### src/rtl/cycle_counter.sv
// Processor cycle counter feeding the four-digit display stage: counts cpu_step
// strobes while running, refreshes the shown value periodically, freezes on halt.
module cycle_counter #(
  parameter int unsigned MAX_COUNT  = 9999,
  parameter int unsigned UPDATE_DIV = 1000000,
  parameter int unsigned DIV_W      = 20
) (
  input  logic        clk,
  input  logic        reset,
  input  logic        start_btn,
  input  logic        clear_btn,
  input  logic        cpu_step,
  input  logic        cpu_halt,
  output logic [15:0] displayed_number,
  output logic        running,
  output logic        halted,
  output logic        overflow
);

  typedef enum logic [1:0] {
    S_IDLE   = 2'd0,
    S_RUN    = 2'd1,
    S_HALTED = 2'd2
  } state_t;

  localparam logic [15:0]      MAX_C    = 16'(MAX_COUNT);
  localparam logic [DIV_W-1:0] DIV_LAST = DIV_W'(UPDATE_DIV - 1);
  localparam logic [DIV_W-1:0] DIV_ONE  = DIV_W'(1);

  state_t           state_q, state_d;
  logic [15:0]      count_q, count_d;
  logic [DIV_W-1:0] div_q, div_d;
  logic [15:0]      disp_q, disp_d;
  logic             ovf_q, ovf_d;
  logic             running_q, halted_q;

  // Bits [1:0] synchronize the raw button, bit [2] is the edge-detect history.
  logic [2:0] start_sync_q;
  logic [2:0] clear_sync_q;
  logic       start_pulse;
  logic       clear_pulse;

  assign start_pulse = start_sync_q[1] & ~start_sync_q[2];
  assign clear_pulse = clear_sync_q[1] & ~clear_sync_q[2];

  always_comb begin
    state_d = state_q;
    count_d = count_q;
    div_d   = div_q;
    disp_d  = disp_q;
    ovf_d   = ovf_q;
    if (clear_pulse) begin
      state_d = S_IDLE;
      count_d = '0;
      div_d   = '0;
      disp_d  = '0;
      ovf_d   = 1'b0;
    end else begin
      case (state_q)
        S_IDLE: begin
          if (start_pulse) begin
            state_d = S_RUN;
            count_d = '0;
            div_d   = '0;
            ovf_d   = 1'b0;
          end
        end
        S_RUN: begin
          if (cpu_step) begin
            if (count_q == MAX_C) ovf_d = 1'b1;
            else                  count_d = count_q + 16'd1;
          end
          // A halt snapshots the count including a coincident step; the
          // divider is left alone since any restart zeroes it.
          if (cpu_halt) begin
            state_d = S_HALTED;
            disp_d  = count_d;
          end else if (div_q == DIV_LAST) begin
            div_d  = '0;
            disp_d = count_d;
          end else begin
            div_d = div_q + DIV_ONE;
          end
        end
        S_HALTED: begin
          if (start_pulse) begin
            state_d = S_RUN;
            count_d = '0;
            div_d   = '0;
            ovf_d   = 1'b0;
          end
        end
        default: state_d = S_IDLE;
      endcase
    end
  end

  always_ff @(posedge clk or posedge reset) begin
    if (reset) begin
      state_q      <= S_IDLE;
      count_q      <= '0;
      div_q        <= '0;
      disp_q       <= '0;
      ovf_q        <= 1'b0;
      running_q    <= 1'b0;
      halted_q     <= 1'b0;
      start_sync_q <= '0;
      clear_sync_q <= '0;
    end else begin
      start_sync_q <= {start_sync_q[1:0], start_btn};
      clear_sync_q <= {clear_sync_q[1:0], clear_btn};
      state_q      <= state_d;
      count_q      <= count_d;
      div_q        <= div_d;
      disp_q       <= disp_d;
      ovf_q        <= ovf_d;
      running_q    <= (state_d == S_RUN);
      halted_q     <= (state_d == S_HALTED);
    end
  end

  assign displayed_number = disp_q;
  assign running          = running_q;
  assign halted           = halted_q;
  assign overflow         = ovf_q;

endmodule

### config.mk
export PLATFORM = sky130hd
export DESIGN_NAME = cycle_counter
export DESIGN_NICKNAME = d
export VERILOG_FILES = /design/src/rtl/cycle_counter.sv
export SDC_FILE = /design/constraint.sdc
export NUM_CORES = 1
export LEC_CHECK = 0
export ABC_AREA = 1
export CAP_MARGIN = 20
export CORE_ASPECT_RATIO = 0.8
export CORE_MARGIN = 4
export CORE_UTILIZATION = 45
export DETAILED_ROUTE_END_ITERATION = 6
export DONT_BUFFER_PORTS = 1
export PLACE_DENSITY = 0.7
export SYNTH_ARGS = -nofsm -noshare
export SYNTH_HDL_FRONTEND = slang
export SYNTH_SLANG_ARGS = --single-unit
### constraint.sdc
create_clock -name clk -period 2.8 [get_ports clk]
set_input_delay 0.42 -clock clk [delete_from_list [all_inputs] [get_ports clk]]
set_output_delay 0.42 -clock clk [all_outputs]
set_load 0.03 [all_outputs]
Yosys cells after proc, flatten, opt, wreduce, memory -nomap -nowiden
Cells that the tools add are included.
{"block": "word_totals", "regBits": 63, "latchBits": 0, "ram_bits": 0, "mem_bits_ro": 0, "input_bits": 6, "output_inout_bits": 19, "word_cells": 57, "n_memories": 0}
{"block": "op_classes", "add_sub_neg": 2, "mul": 0, "div": 0, "order_cmp": 0, "n_eq_ne": 10, "shift": 0, "mux": 23, "bitwise": 4, "reduce_logical": 9}
{"op": "two-way mux 16 bit", "n": 8}
{"op": "two-way mux 20 bit", "n": 4}
{"op": "case mux 20 bit (2 select lines)", "n": 1}
{"op": "case mux 16 bit (2 select lines)", "n": 1}
{"op": "adder 20 x 1 -> 20 bit (second input constant)", "n": 1}
{"op": "equality test 20 bit (second input constant)", "n": 1}
{"op": "adder 16 x 1 -> 16 bit (second input constant)", "n": 1}
{"op": "equality test 16 x 14 -> 1 bit (second input constant)", "n": 1}
{"op": "!= test 3 bit (second input constant)", "n": 3}
{"op": "two-way mux 2 bit", "n": 3}
{"op": "nonzero test 3 bit", "n": 2}
{"op": "equality test 2 x 1 -> 1 bit (second input constant)", "n": 2}
{"op": "equality test 2 bit (second input constant)", "n": 2}
{"op": "two-way mux 1 bit", "n": 4}
{"op": "case mux 2 bit (2 select lines)", "n": 1}
{"op": "AND reduction 2 bit", "n": 2}
{"op": "AND reduction 4 bit", "n": 1}
{"op": "!= test 3 x 1 -> 1 bit (second input constant)", "n": 1}
{"op": "AND reduction 3 bit", "n": 1}
{"op": "bitwise AND 1 bit", "n": 2}
{"op": "zero test 2 bit", "n": 1}
{"op": "NOT 1 bit", "n": 2}
{"op": "case mux 1 bit (2 select lines)", "n": 1}
{"op": "nonzero test 2 bit", "n": 1}
{"op": "OR reduction 2 bit", "n": 1}

Depth between registers and ports, before layout
{"block": "depth", "ltp_word": 7, "depth_mapped": 11, "depth_no_buf": 10}

Worst setup path before layout
Ideal clock, no wire load.
{"block": "synth_timing", "path_type": "reg2reg", "from": "reg div_q[0]", "to": "reg div_q[11]", "setup_ns": 0.118, "t_arrival_ns": 1.348, "required_ns": 2.682, "setup_slack_ns": 1.334, "path_stages_with_launch": 12, "n_path_buf": 1, "synth_period_minus_slack_ns": 1.466, "cell_sequence": "dfrtp_1 -> ha_1 -> nand2_1 -> nor2_1 -> nand2_1 -> nor2_1 -> nand2_1 -> nand2_1 -> nand2_4 -> inv_1 -> buf_4 -> nor2_1"}
{"block": "synth_via", "elab_chain_cells": 5, "word_cells_on_any_way": 6, "cone_classes": "add/sub: 1; eq/ne: 1; mux: 4"}
{"item": "start, declared", "line_no": "32", "text": "logic [DIV_W-1:0] div_q, div_d;"}
{"item": "start signal, assigned", "line_no": "114", "text": "div_q <= div_d;"}
{"item": "adder 20 x 1 -> 20 bit / equality test 20 bit (equally long branches)", "line_no": "82, 78"}
{"item": "two-way mux 20 bit (*)", "line_no": "78", "text": "end else if (div_q == DIV_LAST) begin"}
{"item": "two-way mux 20 bit (*)", "line_no": "75", "text": "if (cpu_halt) begin"}
{"item": "case mux 20 bit (2 select lines) (*)", "line_no": "59", "text": "case (state_q)"}
{"item": "two-way mux 20 bit (*)", "line_no": "52", "text": "if (clear_pulse) begin"}
Mark *: on every way between the ends. The rest lies on a longest branch, timed or not. The select of a mux whose other input is x is not followed.
A chain may end at the register's enable or synchronous reset.

Worst setup path after layout
{"block": "layout_timing", "from": "reg start_sync_q[2]", "to": "reg div_q[0]"}
{"block": "layout_via", "elab_chain_cells": 4}
{"item": "start, declared", "line_no": "38", "text": "logic [2:0] start_sync_q;"}
{"item": "start signal, assigned", "line_no": "110", "text": "start_sync_q <= {start_sync_q[1:0], start_btn};"}
{"item": "NOT 1 bit", "line_no": "43", "text": "assign start_pulse = start_sync_q[1] & ~start_sync_q[2];"}
{"item": "bitwise AND 1 bit", "line_no": "43"}
{"item": "!= test 3 x 1 -> 1 bit (no line)"}
{"item": "AND reduction 3 bit (no line)"}
No other way between the ends.

==> qor.yml <==
maxCapViolCount: 0
clock_latency_ps: 350
post_cts_buffers: 0
crit_fanout: 24
wire_per_inst_um: 13.1
fin_util: 0.500
synth-xor-area-share: 0.0274
yosys.area_share.simple: 0.397
wl_mm: 8.02
drt-initial-drc-count: 269
routed_via_density: 5.03
stdcell_area_mm2: 0.00375
irDropWorstVdd_mv: 0.398
drt_pass1_iterations: 5
final_nets: 513
synth_nets: 512
final_cells: 614
vias: 3090
grt_max_degree: 64
syn-cell-area_mm2: 0.00352
row_count: 28
place_inst: 599
yosysWarnings: 0
start_util: 0.469
drc: 0
tns_ps: 0
synth.distinct_cells: 28
path_clk_slew_ps: 70
synth-seq-cells: 63
cellPowerDensity_mw_per_mm2: 522
relSlewSlack: 0.472
gp_congestion: 0.863
reg2reg_slack_ps: 890
worstMarginPinSlew_ps: 792
cts_made_buffers: 9
p_leak_nw: 1.85
portBuffers: 0
ys_seq_area_frac: 0.448
dpl_cell_area_mm2: 0.00358
critPathKind: "reg -> reg"
min-delay-path-class: "in -> reg"
antenna_cells: 0
htreeDepth: 3
total_power_mw: 1.96
final_layout_size_suffix_gt1_frac: 0.0589
postRouteAntennaNets: 0
period_share: 0.682
grt_pass1_vias: 2879
grt_use_total: 0.191
overflow: 0
synth_fa_ha_area_frac: 0.00711
hold_path_depth: 0
worst_r2r_path_depth: 8
grt_pass1_wl_mm: 14.0
cts_resized: 0
n_fill_cell: 765
clockBufferDepth: 2
rsz0062_at_grt: "no"
cp.arrival_ps: 2140
crit_path_start_kind: "flop"
synth-compound-area-share: 0.0395
finalSetupViolCount: 0
hold_viol: 0
critPathRequiredTime_ps: 3030
skew_ps: 7.49
avgSynthCellArea_um2: 6.98
antenna_found_initial: 0
finalCriticalPeriod_ps: 1910
syn_inst: 504
synth_top_family_by_area: "simple AND/OR/NAND/NOR gates"
synthToLayoutAreaGrowth_pct: 6.55
die_w_um: 107
status: "completed"
cts_tree: "built"
hpwl_mm: 5.67
io_pins: 25
cp-end-kind: "flop"
die_h_um: 87.1
die_area_mm2: 0.00930
cts-root-buf: "clkbuf_8"
cts_hold_buffers: 0
fmax_ghz: 0.524
report.final.slew_viol_count: 0
synthMuxAreaShare: 0
fp.coreArea_mm2: 0.00750
cts.sinks: 63
==> state kept, by name (all words and copies together), names as in the netlist <==
register and flops:
clear_sync_q 3, running 1, displayed_number 16, overflow 1, div_q 20, start_sync_q 3, count_q 16, halted 1
state_q 2
==> power by group <==
group          internal, mW  switching [mW]  total (mW)  leakage (nW)
Combinational        0.0589           0.158       0.217         0.911
Clock                 0.335           0.346       0.681        0.0850
Sequential            0.959          0.0998        1.06         0.854
==> worst max-delay path, cell delays in order (launching register included) <==
cell     delay (ps)
dfrtp_1         360
inv_1            40
nand2_1          60
nor2_1          200
nor2_4          130
nor2_4          460
nand2_4         140
inv_1           300
nor3_1           90
==> per-stage QoR <==
step                worst slack (ps)  hold slack [ps]
finish                           890             95.2
global placement                 889              335
detailed placement               873              340
CTS                              869             78.8
floorplan                        810              331
global route                     639             74.6
==> routing by layer <==
layer / global-route usage / up-vias / part of all wire
met4: 0.0801 / 0 / 0.014
met2: 0.259 / 126 / 0.39
met3: 0.0534 / 14 / 0.091
met5: 0 / - / 0
li1: - / 1557 / -
met1: 0.283 / 1393 / 0.50
==> final timing paths <==
| check | start | endpoint |
|---|---|---|
| min | start_btn | start_sync_q[0]$_DFF_PP0_ |
| max reg2reg | start_sync_q[2]$_DFF_PP0_ | div_q[0]$_DFFE_PP0P_ |
| max in group asynchronous | reset | count_q[3]$_DFFE_PP0P_ |
| max | start_sync_q[2]$_DFF_PP0_ | div_q[0]$_DFFE_PP0P_ |
| min reg2reg | clear_sync_q[0]$_DFF_PP0_ | clear_sync_q[1]$_DFF_PP0_ |
| min in group asynchronous | reset | displayed_number[0]$_DFFE_PP0P_ |
==> cell usage after synthesis <==
library cell / number / area (um^2)
dfrtp_1: 63 / 1580
buf_2: 4 / 20.0
clkbuf_1: 1 / 3.75
inv_1: 55 / 206
a31oi_1: 1 / 6.26
buf_1: 1 / 3.75
xnor2_1: 2 / 17.5
nand2_4: 2 / 22.5
nand4_1: 14 / 87.6
nor3_1: 7 / 35.0
nand3_2: 1 / 10.0
a21oi_1: 4 / 20.0
or2_2: 1 / 6.26
nor2_4: 3 / 33.8
o22ai_1: 1 / 6.26
inv_2: 1 / 3.75
nand2_2: 4 / 25.0
buf_4: 3 / 22.5
buf_6: 2 / 22.5
a21o_1: 1 / 7.51
a21oi_2: 1 / 8.76
o21ai_0: 18 / 90.1
nand3_1: 30 / 150
xor2_1: 9 / 78.8
ha_1: 2 / 25.0
nand2_1: 193 / 724
nor2_2: 1 / 6.26
nor2_1: 79 / 297
==> cell usage in the layout (no fill, tap or decap), types with 2 or more instances in the layout <==
| cell | n |
|---|---|
| nand2_1 | 193 |
| nor2_1 | 79 |
| dfrtp_1 | 63 |
| inv_1 | 54 |
| nand3_1 | 30 |
| o21ai_0 | 18 |
| nand4_1 | 14 |
| clkbuf_8 | 10 |
| xor2_1 | 9 |
| nor3_1 | 7 |
| nand2_2 | 4 |
| a21oi_1 | 4 |
| nor2_4 | 3 |
| clkinv_2 | 3 |
| inv_2 | 2 |
| nand2_4 | 2 |
| xnor2_1 | 2 |
| ha_1 | 2 |
==> kinds of logic after synthesis <==
kind of cell | count (synthesis)
AND/OR/NAND/NOR | 335
buffers and inverters | 67
flip-flops | 63
AO/OA/AOI/OAI | 26
XOR/XNOR | 11
adder cells (fa/ha/maj) | 2
==> area by class of cell <==
cell class              count  area, um^2  share of cell area
clock buffers              11         141              0.0377
clock inverters             4        22.5             0.00601
inverters                  56         210              0.0561
multi-input cells         374        1660               0.442
flip-flops and latches     63        1580               0.421
well taps                 105         131              0.0351
repair buffers              1        7.51             0.00200
Note: power is estimated with default switching activity, not from simulation.
